<file path="config.mk">
export PLATFORM = sky130hd
export DESIGN_NAME = ex_rs
export DESIGN_NICKNAME = d
export VERILOG_FILES = /design/src/rtl/ex_rs.sv
export SDC_FILE = /design/constraint.sdc
export NUM_CORES = 1
export LEC_CHECK = 0
export BUFFER_PORTS_ARGS = -buffer_cell sky130_fd_sc_hd__buf_2
export CAP_MARGIN = 10
export CORE_UTILIZATION = 54
export CTS_CLUSTER_DIAMETER = 120
export DETAILED_ROUTE_END_ITERATION = 10
export PLACE_DENSITY = 0.76
export SYNTH_ARGS = -nofsm -noshare
export SYNTH_HDL_FRONTEND = slang
export SYNTH_SLANG_ARGS = --single-unit
</file>
<file path="constraint.sdc">
create_clock -name clk -period 4.45 [get_ports clk]
set_input_delay 0.445 -clock clk [delete_from_list [all_inputs] [get_ports clk]]
set_output_delay 0.445 -clock clk [all_outputs]
set_load 0.005 [all_outputs]
</file>
<file path="src/rtl/ex_rs.sv">
// Reservation station for one execution unit: holds dispatched entries until both
// operands are present (snooping the CDB), then issues them in index order.
module ex_rs #(
   parameter int DEPTH   = 4,
   parameter int UNIT_ID = 0,
   parameter int OP_W    = 6,
   parameter int TAG_W   = 4,
   parameter int VAL_W   = 32,
   parameter int UNIT_W  = 3
) (
   input  logic                         clk,
   input  logic                         rst,
   input  logic                         flush,
   input  logic                         in_valid,
   output logic                         in_ready,
   input  logic [UNIT_W-1:0]            in_ex_unit,
   input  logic [OP_W-1:0]              in_op,
   input  logic [TAG_W-1:0]             in_tag1,
   input  logic [TAG_W-1:0]             in_tag2,
   input  logic [VAL_W-1:0]             in_val1,
   input  logic [VAL_W-1:0]             in_val2,
   input  logic [TAG_W-1:0]             in_target,
   input  logic                         cdb_valid,
   input  logic [TAG_W-1:0]             cdb_tag,
   input  logic [VAL_W-1:0]             cdb_val,
   output logic                         issue_valid,
   input  logic                         issue_ready,
   output logic [OP_W-1:0]              issue_op,
   output logic [VAL_W-1:0]             issue_val1,
   output logic [VAL_W-1:0]             issue_val2,
   output logic [TAG_W-1:0]             issue_target,
   output logic [$clog2(DEPTH+1)-1:0]   count
);

   localparam int CNT_W = $clog2(DEPTH+1);
   localparam int IDX_W = $clog2(DEPTH);

   logic [DEPTH-1:0] busy_reg;
   logic [OP_W-1:0]  op_reg     [DEPTH];
   logic [TAG_W-1:0] tag1_reg   [DEPTH];
   logic [TAG_W-1:0] tag2_reg   [DEPTH];
   logic [VAL_W-1:0] val1_reg   [DEPTH];
   logic [VAL_W-1:0] val2_reg   [DEPTH];
   logic [TAG_W-1:0] target_reg [DEPTH];

   logic             issue_valid_reg;
   logic [OP_W-1:0]  issue_op_reg;
   logic [VAL_W-1:0] issue_val1_reg;
   logic [VAL_W-1:0] issue_val2_reg;
   logic [TAG_W-1:0] issue_target_reg;
   logic [CNT_W-1:0] count_reg;

   logic [DEPTH-1:0] ready_vec;
   logic [DEPTH-1:0] free_vec;
   logic [DEPTH-1:0] wake1_vec;
   logic [DEPTH-1:0] wake2_vec;
   logic [IDX_W-1:0] free_sel;
   logic [IDX_W-1:0] ready_sel;
   logic             cdb_live;
   logic             accept;
   logic             load;
   logic             bypass1;
   logic             bypass2;

   // A broadcast of tag 0 carries no producer and must never match anything.
   assign cdb_live = cdb_valid && (cdb_tag != '0);

   for (genvar gi = 0; gi < DEPTH; gi++) begin : g_entry
      assign ready_vec[gi] = busy_reg[gi] && (tag1_reg[gi] == '0) && (tag2_reg[gi] == '0);
      assign free_vec[gi]  = !busy_reg[gi];
      assign wake1_vec[gi] = busy_reg[gi] && cdb_live && (tag1_reg[gi] == cdb_tag);
      assign wake2_vec[gi] = busy_reg[gi] && cdb_live && (tag2_reg[gi] == cdb_tag);
   end

   // Descending scan so the lowest index wins.
   always_comb begin
      free_sel  = '0;
      ready_sel = '0;
      for (int i = DEPTH - 1; i >= 0; i--) begin
         if (free_vec[i])  free_sel  = IDX_W'(i);
         if (ready_vec[i]) ready_sel = IDX_W'(i);
      end
   end

   assign in_ready = (count_reg != CNT_W'(DEPTH));
   assign accept   = in_valid && in_ready && (in_ex_unit == UNIT_W'(UNIT_ID));
   assign load     = (!issue_valid_reg || issue_ready) && (|ready_vec);
   assign bypass1  = cdb_live && (in_tag1 == cdb_tag);
   assign bypass2  = cdb_live && (in_tag2 == cdb_tag);

   always_ff @(posedge clk) begin
      if (!rst || flush) begin
         busy_reg         <= '0;
         issue_valid_reg  <= 1'b0;
         issue_op_reg     <= '0;
         issue_val1_reg   <= '0;
         issue_val2_reg   <= '0;
         issue_target_reg <= '0;
         count_reg        <= '0;
      end else begin
         for (int i = 0; i < DEPTH; i++) begin
            if (wake1_vec[i]) begin
               tag1_reg[i] <= '0;
               val1_reg[i] <= cdb_val;
            end
            if (wake2_vec[i]) begin
               tag2_reg[i] <= '0;
               val2_reg[i] <= cdb_val;
            end
         end

         if (load) begin
            busy_reg[ready_sel] <= 1'b0;
            issue_valid_reg     <= 1'b1;
            issue_op_reg        <= op_reg[ready_sel];
            issue_val1_reg      <= val1_reg[ready_sel];
            issue_val2_reg      <= val2_reg[ready_sel];
            issue_target_reg    <= target_reg[ready_sel];
         end else if (issue_ready) begin
            issue_valid_reg <= 1'b0;
         end

         // The free slot is never the one being issued, so these writes never collide.
         if (accept) begin
            busy_reg[free_sel]   <= 1'b1;
            op_reg[free_sel]     <= in_op;
            tag1_reg[free_sel]   <= bypass1 ? '0 : in_tag1;
            val1_reg[free_sel]   <= bypass1 ? cdb_val : in_val1;
            tag2_reg[free_sel]   <= bypass2 ? '0 : in_tag2;
            val2_reg[free_sel]   <= bypass2 ? cdb_val : in_val2;
            target_reg[free_sel] <= in_target;
         end

         case ({accept, load})
            2'b10:   count_reg <= count_reg + 1'b1;
            2'b01:   count_reg <= count_reg - 1'b1;
            default: count_reg <= count_reg;
         endcase
      end
   end

   assign issue_valid  = issue_valid_reg;
   assign issue_op     = issue_op_reg;
   assign issue_val1   = issue_val1_reg;
   assign issue_val2   = issue_val2_reg;
   assign issue_target = issue_target_reg;
   assign count        = count_reg;

endmodule

</file>
==> impl_metrics.py, run 1 <==
metrics = {
    "drt": {
        "first_pass_iters": 5,
        "routed-via-count": 13300,
        "routed_wl_um": 54790,
        "wl_per_cell_um": 26.18,
        "ant_nets": 0,
        "via_per_inst": 6.356,
        "drc": 0,
        "dr.first_iter.drc_count": 1189,
    },
    "global_route": {
        "grt_max_degree": 77,
        "grt_pass1_wl_um": 81280,
        "antenna_found_initial": 12,
        "grt-ovfl-total": 0,
        "track_usage": 0.2990,
        "grt_pass1_vias": 13440,
    },
    "power_and_ir_drop": {
        "finalPower_w": 0.008064,
        "p_seq_frac": 0.513,
        "power_frac_comb": 0.044,
        "switchingPower_w": 0.001654,
        "swShare": 0.2051,
        "clkPwrFrac": 0.443,
        "leakagePower_nw": 8.155,
        "irDropWorstVdd_uv": 361.6,
        "p_per_area_nw_per_um2": 361.5,
        "p_int_w": 0.006411,
    },
    "sta": {
        "worst_slack_ns": 1.161,
        "fin_crit_ns": 3.289,
        "setup_violations": 0,
        "fin_skew_ns": 0.01466,
        "tightestPinTransition_ns": 1.128,
        "hold_viol": 0,
        "relSlewSlack": 0.2455,
        "fmax_ghz": 0.3040,
        "min_period_over_period": 0.7391,
        "rsz0062_at_grt": "false",
        "slew_viol_final": 0,
        "tns_ns": 0,
    },
    "final_layout": {
        "postLayoutCellArea_um2": 22310,
        "layout.cells.most_common_list": "328 x edfxtp_1, 205 x buf_2, 150 x mux2_2, 104 x mux2_4, 92 x nor2_1",
        "fin_cells": 2093,
        "fillers": 2665,
        "drive_gt1_frac": 0.3911,
        "synthToLayoutAreaGrowth_pct": 14.51,
        "layout.nets": 1721,
        "layout_commonest_cell": "edfxtp_1",
    },
    "placement": {
        "placed_area_um2": 20910,
        "portBuffers": 205,
        "dp.cells": 2009,
        "place_ws_ns": 1.044,
        "gp_congestion": 0.8406,
        "detailedPlacementHpwl_um": 32670,
    },
    "synth": {
        "synth_enable_flop_cells": 328,
        "synth_top_area_share": 0.5056,
        "synth_cells": 1420,
        "synthTopCellsByArea": "edfxtp_1 51%, mux2_2 8.7%, dfxtp_1 8.4%",
        "yosysSeqAreaShare": 0.5898,
        "synth_ff_type": "edfxtp_1",
        "syn_avg_cell_area_um2": 13.72,
        "ys_types": 52,
        "netlist.top_cell.by_area": "edfxtp_1",
        "synth-seq-cells": 410,
        "synth.net_count": 1549,
        "yosys_warnings": 0,
        "synth_area_um2": 19480,
        "async_reset_ff_frac": 0,
    },
    "clock_network": {
        "postCtsSetupRepairBufs": 0,
        "clock_latency_ns": 0.54,
        "cts_buffer_depth": 3,
        "path_clk_slew_ns": 0.06,
        "cts_buffers": 42,
        "cts_tree": "yes",
        "ctsHoldBuffers": 0,
        "cts_resized": 0,
        "clock-sinks": 410,
        "cts_root_buf": "clkbuf_16",
        "cts_max_level": 2,
    },
    "critical_path": {
        "cp.arrival_ns": 3.77,
        "cp_max_fo": 22,
        "path_class": "reg2reg",
        "crit_path_start_kind": "flip-flop",
        "cp.required_ns": 4.93,
        "critPathCaptureType": "flip-flop",
    },
    "floorplan": {
        "rows": 69,
        "start_util": 0.5477,
        "fp.dieW_um": 191.9,
        "io_pins": 206,
        "die_h_um": 191.9,
        "core_area_um2": 35570,
        "die_area_um2": 36840,
    },
    "job": {
        "drv_cap": 0,
    },
    "min_path": {
        "min_path_type": "in2reg",
    },
    "run_status": {
        "status": "completed",
    },
}
==> power groups by stage <==
stage,sequential (W),combinational (W),clock [W]
2_1_floorplan,0.00422,0.000190,0
3_3_place_gp,0.00422,0.000334,0
3_5_place_dp,0.00422,0.000350,0
4_1_cts,0.00414,0.000353,0.00358
5_1_grt,0.00413,0.000377,0.00373
6_report,0.00414,0.000355,0.00357
==> final timing paths <==
check	startpoint	endpoint	slack, ns	depth (start not counted)
setup / recovery	tag2_reg[3][0]	count[2]	1.16	11
hold / removal	in_op[2]	op_reg[3][2]	0.13	1
setup reg to reg	tag2_reg[3][0]	count[2]	1.16	11
hold reg to reg	count[2]	count[2]	0.50	2
==> critical path, cell delays in order, from the launching register on <==
cell	delay, ns
edfxtp_1	0.41
nor4_1	0.48
and4b_1	0.69
nor4_4	0.05
buf_4	0.26
nor2_4	0.12
ha_1	0.18
inv_1	0.06
fa_1	0.37
xor2_1	0.16
or3_1	0.31
a21oi_1	0.14
==> synth_stat cells (all sizes together), types with 24 or more instances <==
cell and instances:
clkbuf 63, buf 46, a31oi 53, nand2 83, nor2 94, xnor2 32, mux2 256, dfxtp 82
o31ai 53, nor3 57, nand3 24, nor2b 56, o221a 53, edfxtp 328
==> cells by family after synthesis <==
kind of cell               synth area share
AOI/OAI and AO/OA                   0.09903
xor gates and xnor gates            0.01888
adders and majority gates          0.001670
buffers and inverters               0.03269
DFF                                  0.5898
muxes                                0.1680
and+or+nand+nor                     0.08991
==> per-layer routing <==
metal | track usage | up-vias | routed length [um]
met5 | 0 | - | 86
met4 | 0.1178 | 14 | 1765
met3 | 0.05902 | 135 | 4794
met2 | 0.5024 | 660 | 26720
met1 | 0.3795 | 6667 | 21430
li1 | - | 5828 | -
==> metrics by stage <==
stage | hold slack, ns | utilization
final | 0.1347 | 0.6272
after global routing | 0.1194 | 0.6269
after CTS | 0.1161 | 0.6268
after detailed placement | 0.4870 | 0.5879
after global placement | 0.4897 | 0.5879
after floorplan | 0.4826 | -
==> layout make-up <==
class / count / area [um2] / share of cell area
Sequential cell: 410 / 11490 / 0.5151
Multi-Input combinational cell: 886 / 7498 / 0.3361
Timing Repair Buffer: 237 / 1279 / 0.05732
Clock buffer: 59 / 1189 / 0.05328
Tap cell: 461 / 576.8 / 0.02586
Clock inverter: 19 / 193.9 / 0.008693
Inverter: 15 / 66.31 / 0.002973
Antenna cell: 6 / 15.01 / 0.0006730
(Power assumes the default switching activity.)
==> run 2: changes to the inputs <==
Clock period 4.45 ns to 2.75 ns, I/O delays scaled along.
==> run 2 against run 1 <==
  * Largest power group unchanged
  * Core utilization rose by 1.5 points
  * Power rose by 59%
  * Register-to-register slack worse by 1.0 ns
==> impl_metrics.py, run 2 (synthesis gave the netlist of run 1 again) <==
metrics = {
    "min_path": {
        "min_path_type": "in2reg",
        "min_from": "in_target[3]",
    },
    "floorplan": {
        "die_h_um": 191.9,
        "core_area_um2": 35570,
        "start_util": 0.5477,
        "die_area_um2": 36840,
        "rows": 69,
        "io_pins": 206,
        "fp.dieW_um": 191.9,
    },
    "placement": {
        "detailedPlacementHpwl_um": 33430,
        "gp_congestion": 0.8731,
        "portBuffers": 205,
        "dp.cells": 2040,
        "place_ws_ns": 0.1347,
    },
    "critical_path": {
        "cpLargestDelayFamily": "simple AND/OR/NAND/NOR gates",
        "crit_path_start_kind": "flip-flop",
        "r2r-end": "count[2]",
        "crit_end": "count[2]",
        "r2r_slack_ns": 0.14,
        "critPathCaptureType": "flip-flop",
        "cp.required_ns": 3.21,
        "path_class": "reg2reg",
        "worst-path-stages": 10,
        "cp.arrival_ns": 3.07,
        "cp_max_fo": 3,
        "timing.critical_path.buf_inv": 1,
        "cpPeakStageDelay_ns": 0.41,
        "cp_slowest_cell": "edfxtp_1",
        "r2r_cells": 10,
        "rr_startpoint": "tag1_reg[0][3]",
        "cp-startpoint": "tag1_reg[0][3]",
        "path_cells": "nor4_1 -> and4_2 -> nor4_4 -> nor2_4 -> ha_4 -> inv_1 -> fa_1 -> xor2_1 -> or3_1 -> a21oi_1",
    },
    "sta": {
        "fmax_ghz": 0.3831,
        "hold_viol": 0,
        "rsz0062_at_grt": "false",
        "setup_violations": 0,
        "slew_viol_final": 0,
        "fin_crit_ns": 2.611,
        "tightestPinTransition_ns": 0.8061,
        "min_period_over_period": 0.9493,
        "fin_skew_ns": 0.01378,
        "worst_slack_ns": 0.1395,
        "holdWs_ns": 0.03030,
        "relSlewSlack": 0.4626,
    },
    "drt": {
        "dr.first_iter.drc_count": 1310,
        "routed-via-count": 13520,
        "wl_per_cell_um": 25.92,
        "routed_wl_um": 55150,
        "drc": 0,
        "ant_nets": 0,
        "first_pass_iters": 5,
        "via_per_inst": 6.352,
    },
    "final_layout": {
        "synthToLayoutAreaGrowth_pct": 17.33,
        "fin_cells": 2128,
        "layout_commonest_cell": "edfxtp_1",
        "layout.cells.most_common_list": "328 x edfxtp_1, 205 x buf_2, 150 x mux2_2, 104 x mux2_4, 92 x nor2_1",
        "layout.nets": 1761,
        "drive_gt1_frac": 0.4036,
    },
    "power_and_ir_drop": {
        "power_frac_comb": 0.047,
        "p_int_w": 0.01023,
        "leakagePower_nw": 8.410,
        "switchingPower_w": 0.002632,
        "clkPwrFrac": 0.433,
        "swShare": 0.2046,
        "irDropWorstVdd_uv": 423.8,
        "finalPower_w": 0.01286,
        "p_seq_frac": 0.520,
        "p_per_area_nw_per_um2": 562.6,
    },
    "global_route": {
        "grt_max_degree": 78,
        "grt_pass1_vias": 13730,
        "grt_pass1_wl_um": 81520,
        "antenna_found_initial": 9,
        "grt-ovfl-total": 0,
        "track_usage": 0.2994,
    },
    "clock_network": {
        "path_clk_slew_ns": 0.06,
        "clock-sinks": 410,
        "cts_buffer_depth": 3,
        "cts_buffers": 42,
        "postCtsSetupRepairBufs": 0,
        "clock_latency_ns": 0.53,
        "cts_max_level": 2,
        "cts_root_buf": "clkbuf_16",
        "cts_tree": "yes",
    },
    "run_status": {
        "status": "completed",
    },
    "job": {
        "drv_cap": 0,
    },
}
==> run 2: cell types whose count changed in the layout (fill, tap and decap cells not counted), moves of 4 or more <==
cell / before / now
buf_12: 1 / 22
buf_4: 31 / 41
dlygate4sd3_1: 0 / 9
clkbuf_8: 1 / 6
clkinv_1: 6 / 2
diode_2: 6 / 2
==> run 2: power groups by stage <==
stage | combinational (W) | clock, W | sequential, W
finish | 0.000598 | 0.00557 | 0.00669
global route | 0.000636 | 0.00584 | 0.00669
CTS | 0.000594 | 0.00561 | 0.00669
floorplan | 0.000308 | 0 | 0.00682
detailed placement | 0.000578 | 0 | 0.00682
global placement | 0.000550 | 0 | 0.00682
==> run 2: metal layers <==
| metal | vias up | wire length, um | global-route usage |
|---|---|---|---|
| met5 | - | 103 | 0 |
| met4 | 16 | 1377 | 0.09524 |
| met3 | 116 | 5467 | 0.05025 |
| met2 | 743 | 27110 | 0.5160 |
| met1 | 6750 | 21090 | 0.3837 |
| li1 | 5893 | - | - |
==> run 2: how the worst min path moves through the flow <==
stage / endpoint / slack (ns) / depth (start not counted)
after CTS: target_reg[3][3] / 0.02 / 1
after global placement: op_reg[0][5] / 0.49 / 1
after global routing: target_reg[2][3] / 0.01 / 1
final: target_reg[3][3] / 0.03 / 1
after detailed placement: op_reg[0][5] / 0.50 / 1
after floorplan: op_reg[0][0] / 0.37 / 0
==> run 2: area by class of cell <==
class,count,area [um2]
inverters,15,66.31
diodes,2,5.005
multi-input cells,886,7525
flip-flops and latches,410,11490
repair buffers,277,1864
fillers,2674,12710
clock inverters,13,116.4
clock buffers,64,1215
well taps,461,576.8
==> run 2: timing repair <==
action,in CTS,in global routing
resized for setup,0,1
setup endpoints to repair,0,1
hold buffers,9,0
hold endpoints to repair,36,0
==> run 2: per-stage QoR <==
stage               setup TNS [ns]    util  instance area [um2]
CTS                              0  0.6425                22850
floorplan                   -90.04       -                19520
global route                     0  0.6425                22850
finish                           0  0.6427                22860
global placement                 0  0.6025                21430
detailed placement               0  0.6025                21430
==> run 3: changes to the inputs <==
Settings changed: RECOVER_POWER set to 25.
==> run 3 against run 2 <==
  * Non-clock buffer count did not move
  * First-iteration DRC count is 2.6% higher
  * Register-to-register slack lost 0.02 ns
  * Final area fell by 0.73%
  * Worst hold slack improved by 0.055 ns
  * Global-route usage is the same
  * Power is essentially flat
  * Combinational power decreased by 0.7%
  * Die area is the same
  * Setup slack got worse by 0.025 ns
  * Critical path type unchanged
  * Wire length about the same
==> impl_metrics.py, run 3 (synthesis gave the netlist of run 1 again) <==
metrics = {
    "floorplan": {
        "die_area_um2": 36840,
        "fp.dieW_um": 191.9,
        "core_area_um2": 35570,
        "die_h_um": 191.9,
        "io_pins": 206,
        "start_util": 0.5477,
        "rows": 69,
    },
    "global_route": {
        "antenna_found_initial": 8,
        "grt-ovfl-total": 0,
        "track_usage": 0.2994,
        "grt_pass1_wl_um": 81520,
        "grt_max_degree": 78,
        "grt_pass1_vias": 13730,
    },
    "critical_path": {
        "cp_max_fo": 36,
        "cp.arrival_ns": 2.91,
        "timing.critical_path.buf_inv": 1,
        "cp_slowest_cell": "or3b_2",
        "crit_path_start_kind": "flip-flop",
        "path_cells": "or3b_2 -> nand2_1 -> or4b_1 -> clkinv_4 -> nand2_8 -> mux2_2",
        "cpPeakStageDelay_ns": 0.49,
        "cpLargestDelayFamily": "simple AND/OR/NAND/NOR gates",
        "critPathCaptureType": "flip-flop",
        "path_class": "reg2reg",
        "cp.required_ns": 3.03,
    },
    "min_path": {
        "min_path_type": "in2reg",
    },
    "sta": {
        "min_period_over_period": 0.9583,
        "slew_viol_final": 0,
        "fin_crit_ns": 2.635,
        "worst_slack_ns": 0.1147,
        "fmax_ghz": 0.3795,
        "fin_skew_ns": 0.009977,
        "tightestPinTransition_ns": 0.8852,
        "setup_violations": 0,
        "hold_viol": 0,
        "rsz0062_at_grt": "false",
        "relSlewSlack": 0.4099,
    },
    "drt": {
        "routed_wl_um": 55170,
        "routed-via-count": 13570,
        "via_per_inst": 6.379,
        "ant_nets": 0,
        "dr.first_iter.drc_count": 1344,
        "drc": 0,
        "first_pass_iters": 6,
        "wl_per_cell_um": 25.93,
    },
    "clock_network": {
        "postCtsSetupRepairBufs": 0,
        "cts_buffers": 42,
        "cts_root_buf": "clkbuf_16",
        "clock_latency_ns": 0.53,
        "cts_buffer_depth": 3,
        "clock-sinks": 410,
        "cts_max_level": 2,
        "path_clk_slew_ns": 0.06,
        "cts_tree": "yes",
    },
    "power_and_ir_drop": {
        "irDropWorstVdd_uv": 422.7,
        "clkPwrFrac": 0.433,
        "switchingPower_w": 0.002628,
        "p_int_w": 0.01023,
        "swShare": 0.2045,
        "leakagePower_nw": 8.095,
        "p_per_area_nw_per_um2": 566.5,
        "p_seq_frac": 0.521,
        "power_frac_comb": 0.046,
        "finalPower_w": 0.01285,
    },
    "final_layout": {
        "drive_gt1_frac": 0.3568,
        "layout.nets": 1761,
        "layout.cells.most_common_list": "328 x edfxtp_1, 150 x mux2_2, 139 x buf_2, 104 x mux2_4, 92 x nor2_1",
        "synthToLayoutAreaGrowth_pct": 16.47,
        "final_util": 0.6380,
        "fillers": 2728,
        "layout_commonest_cell": "edfxtp_1",
    },
    "placement": {
        "portBuffers": 205,
        "detailedPlacementHpwl_um": 33430,
        "gp_congestion": 0.8731,
        "place_ws_ns": 0.1347,
    },
    "job": {
        "drv_cap": 0,
    },
    "run_status": {
        "status": "completed",
    },
}
==> run 3: cell count changes in the layout (fill, tap and decap cells not counted), moves of 2 or more <==
| cell | previous run | this run |
|---|---|---|
| buf_12 | 22 | 20 |
| nand2_1 | 73 | 76 |
| buf_4 | 41 | 32 |
| clkbuf_2 | 0 | 3 |
| nand2_2 | 6 | 3 |
| clkbuf_1 | 15 | 87 |
| buf_2 | 205 | 139 |
| clkbuf_4 | 0 | 2 |
| o21ai_4 | 8 | 6 |
==> run 3: layout make-up <==
type / instances / area, um2 / area share
diodes: 2 / 5.005 / 0.0002206
clock inverters: 13 / 116.4 / 0.005128
clock buffers: 64 / 1215 / 0.05354
flip-flops and latches: 410 / 11490 / 0.5064
well taps: 461 / 576.8 / 0.02542
repair buffers: 277 / 1727 / 0.07609
multi-input cells: 886 / 7495 / 0.3303
inverters: 15 / 66.31 / 0.002922
==> run 3: repair_timing <==
action                     4_1_cts  5_1_grt
resized for setup                0        1
hold buffers                     9        0
hold endpoints to repair        36        0
setup endpoints to repair        0        1
==> run 3: routing by layer <==
layer / global-route usage / vias to the layer above / wire [um]
met2: 0.5160 / 752 / 27190
met1: 0.3837 / 6805 / 21230
met5: 0 / - / 89
met4: 0.09524 / 14 / 1381
li1: - / 5888 / -
met3: 0.05025 / 115 / 5279
==> run 3: through the flow <==
stage	area (um2)	hold slack, ns	instances	TNS (ns)
2_1_floorplan	19520	0.3739	1420	-90.04
3_3_place_gp	21430	0.4926	2040	0
3_5_place_dp	21430	0.5000	2040	0
4_1_cts	22850	0.02480	2126	0
5_1_grt	22690	0.07631	2126	0
6_report	22690	0.08519	2128	0
==> run 3: worst paths after layout <==
| kind | cells past startpoint | slack (ns) | to | startpoint |
|---|---|---|---|---|
| setup reg to reg | 6 | 0.11 | val1_reg[2][4] | count[0] |
| setup / recovery | 6 | 0.11 | val1_reg[2][4] | count[0] |
| hold / removal | 2 | 0.09 | val1_reg[1][9] | in_val1[9] |
| hold reg to reg | 1 | 0.53 | issue_val2[29] | issue_val2[29] |
==> run 3: power groups by stage <==
stage | registers, W | clock network, W | logic [W]
finish | 0.00669 | 0.00557 | 0.000594
global route | 0.00669 | 0.00584 | 0.000632
CTS | 0.00669 | 0.00561 | 0.000594
detailed placement | 0.00682 | 0 | 0.000578
global placement | 0.00682 | 0 | 0.000550
floorplan | 0.00682 | 0 | 0.000308
==> run 3: worst reg2reg max path: stages, from the launching register on <==
cell and delay (ns):
dfxtp_1 0.35, or3b_2 0.49, nand2_1 0.27, or4b_1 0.35, clkinv_4 0.15, nand2_8 0.38
mux2_2 0.41
